File: src/rtl/sparse_mac_pkg.sv
// Types and widths shared by the sparse MAC encoder and decoder.
// A record is {skip, value}: skip zeros precede value at the next index.
package sparse_mac_pkg;

  localparam int VALUE_W  = 8;
  localparam int SKIP_W   = 4;
  localparam int SKIP_MAX = (1 << SKIP_W) - 1;

  typedef struct packed {
    logic [SKIP_W-1:0]  skip;
    logic [VALUE_W-1:0] value;
  } sram_data_t;

  function automatic sram_data_t make_rec(input logic [SKIP_W-1:0] skip,
                                          input logic [VALUE_W-1:0] value);
    sram_data_t r;
    r.skip  = skip;
    r.value = value;
    return r;
  endfunction

endpackage

File: src/rtl/sparse_enc_outreg.sv
// Single-stage valid/ready output register; contents hold while stalled,
// and a load in the same cycle as a handshake replaces the record with no bubble.
module sparse_enc_outreg
  import sparse_mac_pkg::*;
(
  input  logic       mac_clk,
  input  logic       mac_rst,
  input  logic       load_i,
  input  sram_data_t data_i,
  output logic       in_ready_o,
  output logic       valid_o,
  input  logic       ready_i,
  output sram_data_t data_o
);

  logic       valid_q, valid_d;
  sram_data_t data_q, data_d;

  assign in_ready_o = !valid_q || ready_i;
  assign valid_o    = valid_q;
  assign data_o     = data_q;

  always_comb begin
    valid_d = valid_q;
    data_d  = data_q;
    if (load_i) begin
      valid_d = 1'b1;
      data_d  = data_i;
    end else if (ready_i) begin
      valid_d = 1'b0;
    end
  end

  always_ff @(posedge mac_clk or posedge mac_rst) begin
    if (mac_rst) begin
      valid_q <= 1'b0;
      data_q  <= '0;
    end else begin
      valid_q <= valid_d;
      data_q  <= data_d;
    end
  end

endmodule

File: src/rtl/sparse_encoder.sv
// Run-length encoder: dense element stream in, one {skip, value} record per
// nonzero (or per full zero run) out, plus per-vector nonzero count.
module sparse_encoder
  import sparse_mac_pkg::*;
#(
  parameter int NNZ_W = 16
) (
  input  logic               mac_clk,
  input  logic               mac_rst,
  input  logic               dense_valid_i,
  output logic               dense_ready_o,
  input  logic [VALUE_W-1:0] dense_value_i,
  input  logic               dense_last_i,
  output logic               sram_valid_o,
  input  logic               sram_ready_i,
  output sram_data_t         sram_data_o,
  output logic               vec_done_o,
  output logic [NNZ_W-1:0]   vec_nnz_o
);

  logic [SKIP_W-1:0] zrun_q, zrun_d;
  logic [NNZ_W-1:0]  nnz_q, nnz_d;
  logic [NNZ_W-1:0]  vec_nnz_q, vec_nnz_d;
  logic              done_q, done_d;

  logic              out_ready;
  logic              accept;
  logic              is_nz;
  logic              is_filler;
  logic              load;
  logic [NNZ_W-1:0]  nnz_inc;
  sram_data_t        rec;

  // Hold off the producer while reset is asserted, even though the
  // output register is already empty.
  assign dense_ready_o = !mac_rst && out_ready;
  assign accept        = dense_valid_i && dense_ready_o;
  assign is_nz         = (dense_value_i != '0);
  assign is_filler     = !is_nz && (zrun_q == SKIP_W'(SKIP_MAX));
  assign load          = accept && (is_nz || is_filler);
  assign rec           = make_rec(zrun_q, is_nz ? dense_value_i : '0);
  assign nnz_inc       = (load && (nnz_q != '1)) ? nnz_q + 1'b1 : nnz_q;

  always_comb begin
    zrun_d    = zrun_q;
    nnz_d     = nnz_q;
    vec_nnz_d = vec_nnz_q;
    done_d    = 1'b0;
    if (accept) begin
      zrun_d = load ? '0 : zrun_q + 1'b1;
      nnz_d  = nnz_inc;
      // Trailing zeros of a vector are simply dropped.
      if (dense_last_i) begin
        zrun_d    = '0;
        nnz_d     = '0;
        vec_nnz_d = nnz_inc;
        done_d    = 1'b1;
      end
    end
  end

  always_ff @(posedge mac_clk or posedge mac_rst) begin
    if (mac_rst) begin
      zrun_q    <= '0;
      nnz_q     <= '0;
      vec_nnz_q <= '0;
      done_q    <= 1'b0;
    end else begin
      zrun_q    <= zrun_d;
      nnz_q     <= nnz_d;
      vec_nnz_q <= vec_nnz_d;
      done_q    <= done_d;
    end
  end

  assign vec_done_o = done_q;
  assign vec_nnz_o  = vec_nnz_q;

  sparse_enc_outreg u_outreg (
    .mac_clk    (mac_clk),
    .mac_rst    (mac_rst),
    .load_i     (load),
    .data_i     (rec),
    .in_ready_o (out_ready),
    .valid_o    (sram_valid_o),
    .ready_i    (sram_ready_i),
    .data_o     (sram_data_o)
  );

endmodule

File: config.mk
export PLATFORM = sky130hd
export DESIGN_NAME = sparse_encoder
export DESIGN_NICKNAME = d
export VERILOG_FILES = /design/src/rtl/sparse_mac_pkg.sv /design/src/rtl/sparse_enc_outreg.sv /design/src/rtl/sparse_encoder.sv
export SDC_FILE = /design/constraint.sdc
export NUM_CORES = 1
export LEC_CHECK = 0
export ABC_CLOCK_PERIOD_IN_PS = 4000
export BUFFER_PORTS_ARGS = -buffer_cell sky130_fd_sc_hd__buf_2
export CELL_PAD_IN_SITES_DETAIL_PLACEMENT = 2
export CELL_PAD_IN_SITES_GLOBAL_PLACEMENT = 2
export CORE_MARGIN = 3
export CORE_UTILIZATION = 38
export CTS_CLUSTER_DIAMETER = 120
export DETAILED_ROUTE_END_ITERATION = 8
export GPL_TIMING_DRIVEN = 0
export PLACE_DENSITY_LB_ADDON = 0.2
export SYNTH_ARGS = -nofsm -noshare
export SYNTH_HDL_FRONTEND = slang
export SYNTH_HIERARCHICAL = 1
export SYNTH_SLANG_ARGS = --single-unit
File: constraint.sdc
create_clock -name mac_clk -period 4 [get_ports mac_clk]
set_input_delay 0.2 -clock mac_clk [delete_from_list [all_inputs] [get_ports mac_clk]]
set_output_delay 0.2 -clock mac_clk [all_outputs]
set_load 0.005 [all_outputs]
==> metrics <==
mean instance size in the synthesized netlist=~10 um^2; TritonRoute pass-1 iters=4; slew at the pin closest to its max-slew limit=around 0.8 ns; NumNets Final=about 320; top cell type's share of synthesized area=0.4789; post-synth cell types=55; final routed DRC violation total=0; post-route core utilization=0.4635; share of synthesized flip-flops with an asynchronous set or reset=1.000; Max transition margin=0.4692; RSZ-0062 raised after global routing=false; Setup crit end kind=register; met3 Resource Use GR=0.03502; Hold Crit Class=primary input to register; smallest hold slack=0.2259 ns; CP startpoint kind=primary input; final antenna-violating net count=0; clock latency on the worst-skew pair=0.30 ns; main area contributors after synthesis=sky130_fd_sc_hd__dfrtp_1, sky130_fd_sc_hd__mux2_4, sky130_fd_sc_hd__nand2_1; yosys synthesis warning count=6; Tmin final=between 2 and 3 ns; grt total ovfl=0; die width=88.92 um; total number of placement rows=29; total setup buffers inserted after CTS=0; layout overhead on the synthesized area=15.23%; detailed-route vias per instance=5.554; final routed wirelength across all metal layers=7225 um; number of H-tree levels=2; core box area=between 6000 and 7000 um^2; share of post-route cells with drive strength above 1=0.2566; number of placed instances, taps included=373; number of flops mapped to enable cells by yosys=0; Final Skew=0.007565 ns; Synth Net Count=268; cell at the root of the clock tree=sky130_fd_sc_hd__clkbuf_8; Min-Delay Startpoint=dense_value_i[6]; part of the Yosys area used for sequential elements=0.4789; Req. time, crit path=4.22 ns; max-slew violations=0; buffers from clock root to sink, at most=2; worst reg-to-reg path cell count=7; Max Cap Violations=0; post-placement cell area=2924 um^2; count of vias placed by the detailed router=2116; achievable frequency=0.3935 GHz; destination of the worst hold path=u_outreg/data_o[6]; setup slack on the worst flop-to-flop path=1.57 ns; FILL cells=725; leading area contributor after synthesis=sky130_fd_sc_hd__dfrtp_1; peak fanout along the critical path=12; GRT met2 Usage=0.3475; post-DR wirelength/cell=18.96 um; Die ar.=7906 um^2; Final Hold Vio Count=0; Setup TNS=0 ns; instance count of the mapped netlist=253; status=finished clean; clock buffer count from CTS=5; RD Place Congestion=about 0.84; final non-filler cell total=between 300 and 400; number of violations reported at the end of detailed-routing iteration 0=62; starting density of the core=0.4022; period utilisation layout=0.6353; number of sinks on the clock net=50; Crit Reg-Reg Endpoint=nnz_q[6]; PortBufs=43; clock slew at reported path FFs=0.09 ns; power density cells=337.6 nW/um^2; global routing's busiest layer=met2; Top-Level Pins=44; flip-flop cell with the highest count after synthesis=sky130_fd_sc_hd__dfrtp_1; number of global-route vias before repair=around 2300; Die H=88.92 um; maximum number of pins on one net before global-route repair=38; worst supply voltage drop on vdd=0.0001395 V; antenna violations before repair=0; # setup viols final=0; GR Layer Usage met1=0.2654; count of cells along the worst hold path=3; post-synth design cell area=2613 um^2; Post-DP HPWL=between 5000 and 6000 um; total inserted antenna cells=0; post-route cell area=3010 um^2; worst r2r src=u_outreg/valid_o; flip-flop and latch count after synthesis=50; critical setup path kind=primary input to register; Worst EP arrival=about 2.8 ns; clock tree from TritonCTS=yes; first-pass GRT wire length=about 12000 um; static power due to leakage=1.371 nW; global-route usage over all layers=0.2017
## per-layer routing
metal / routed length [um] / vias to the layer above
met4: 56 / 0
met5: 0 / -
met2: 3596 / 44
li1: - / 999
met1: 3285 / 1068
met3: 287 / 5
## synth_stat cells (3+ instances only)
cell type / instances
sky130_fd_sc_hd__inv_1: 11
sky130_fd_sc_hd__xnor2_1: 9
sky130_fd_sc_hd__o21ai_1: 10
sky130_fd_sc_hd__or4_1: 4
sky130_fd_sc_hd__dfrtp_1: 50
sky130_fd_sc_hd__clkbuf_1: 15
sky130_fd_sc_hd__o31ai_1: 3
sky130_fd_sc_hd__nor2_1: 12
sky130_fd_sc_hd__a21oi_1: 6
sky130_fd_sc_hd__nand4_1: 4
sky130_fd_sc_hd__o21ai_0: 17
sky130_fd_sc_hd__mux2_2: 3
sky130_fd_sc_hd__a2111oi_2: 3
sky130_fd_sc_hd__mux2_4: 10
sky130_fd_sc_hd__nand2_1: 27
sky130_fd_sc_hd__or3_1: 5
sky130_fd_sc_hd__a31oi_1: 4
sky130_fd_sc_hd__o211ai_1: 3
sky130_fd_sc_hd__nand3_1: 10
## cell type report
cell class	count	area, um^2	share of cell area
clock buffer	7	76.32	0.02535
sequential	50	1251	0.4156
timing repair buffer	44	225.2	0.07481
multi-input combinational	172	1235	0.4102
inverter	13	48.80	0.01621
buffer	18	77.57	0.02577
tap	77	96.34	0.03200
## flip-flops by register name, summed over array words and instances (netlist names)
signal / count
u_outreg/valid_o: 1
u_outreg/data_o: 12
zrun_q: 4
vec_done_o: 1
vec_nnz_o: 16
nnz_q: 16
## power breakdown
group	total [W]	internal, W	switching (W)
combinational	0.000158	0.0000734	0.0000842
sequential	0.000577	0.000546	0.0000304
clock	0.000282	0.000121	0.000161
total	0.00102	0.000741	0.000276
## metrics by stage
stage,worst slack [ns],power [W]
final,1.459,0.001016
after global routing,1.291,0.001070
after CTS,1.461,0.001031
after detailed placement,1.574,0.0007465
after global placement,1.577,0.0007378
after floorplan,1.900,0.0006722
## placed cells by master, fill, tap and decap left out, types with 3 or more instances in the layout
cell type,Yosys,final
sky130_fd_sc_hd__a2111oi_2,3,3
sky130_fd_sc_hd__a21oi_1,6,6
sky130_fd_sc_hd__a31oi_1,4,4
sky130_fd_sc_hd__buf_2,2,45
sky130_fd_sc_hd__clkbuf_1,15,17
sky130_fd_sc_hd__clkbuf_8,0,5
sky130_fd_sc_hd__dfrtp_1,50,50
sky130_fd_sc_hd__inv_1,11,10
sky130_fd_sc_hd__mux2_2,3,3
sky130_fd_sc_hd__mux2_4,10,10
sky130_fd_sc_hd__nand2_1,27,27
sky130_fd_sc_hd__nand3_1,10,10
sky130_fd_sc_hd__nand4_1,4,4
sky130_fd_sc_hd__nor2_1,12,12
sky130_fd_sc_hd__o211ai_1,3,3
sky130_fd_sc_hd__o21ai_0,17,17
sky130_fd_sc_hd__o21ai_1,10,10
sky130_fd_sc_hd__o31ai_1,3,3
sky130_fd_sc_hd__or3_1,5,5
sky130_fd_sc_hd__or4_1,4,4
sky130_fd_sc_hd__xnor2_1,9,9
## worst max-delay path, cell delays in order
cell and delay, ns:
sky130_fd_sc_hd__dlygate4sd3_1 0.53, sky130_fd_sc_hd__buf_2 0.16, sky130_fd_sc_hd__nand3b_1 0.32, sky130_fd_sc_hd__a31o_2 0.38, sky130_fd_sc_hd__inv_2 0.25, sky130_fd_sc_hd__o211ai_1 0.32, sky130_fd_sc_hd__or4_1 0.49, sky130_fd_sc_hd__o211ai_1 0.10
## timing repair
action	4_1_cts	5_1_grt
resized for setup	0	0
hold buffers	1	0
hold endpoints to repair	13	0
## logic make-up after synthesis
family | synth area share
AO/OA/AOI/OAI | 0.1686
XOR/XNOR | 0.03688
adder cells (fa/ha/maj) | 0.009577
buffers and inverters | 0.04837
flip-flops | 0.4789
multiplexers | 0.07806
AND/OR/NAND/NOR | 0.1796
## worst max-delay path by stage
stage                     start         to  slack, ns
2_1_floorplan  u_outreg/valid_o  nnz_q[13]       1.90
3_3_place_gp   u_outreg/valid_o  nnz_q[13]       1.58
3_5_place_dp          zrun_q[0]   nnz_q[5]       1.57
4_1_cts                 mac_rst   nnz_q[5]       1.46
5_1_grt                 mac_rst   nnz_q[5]       1.29
6_report                mac_rst   nnz_q[6]       1.46
(Power assumes the default switching activity.)
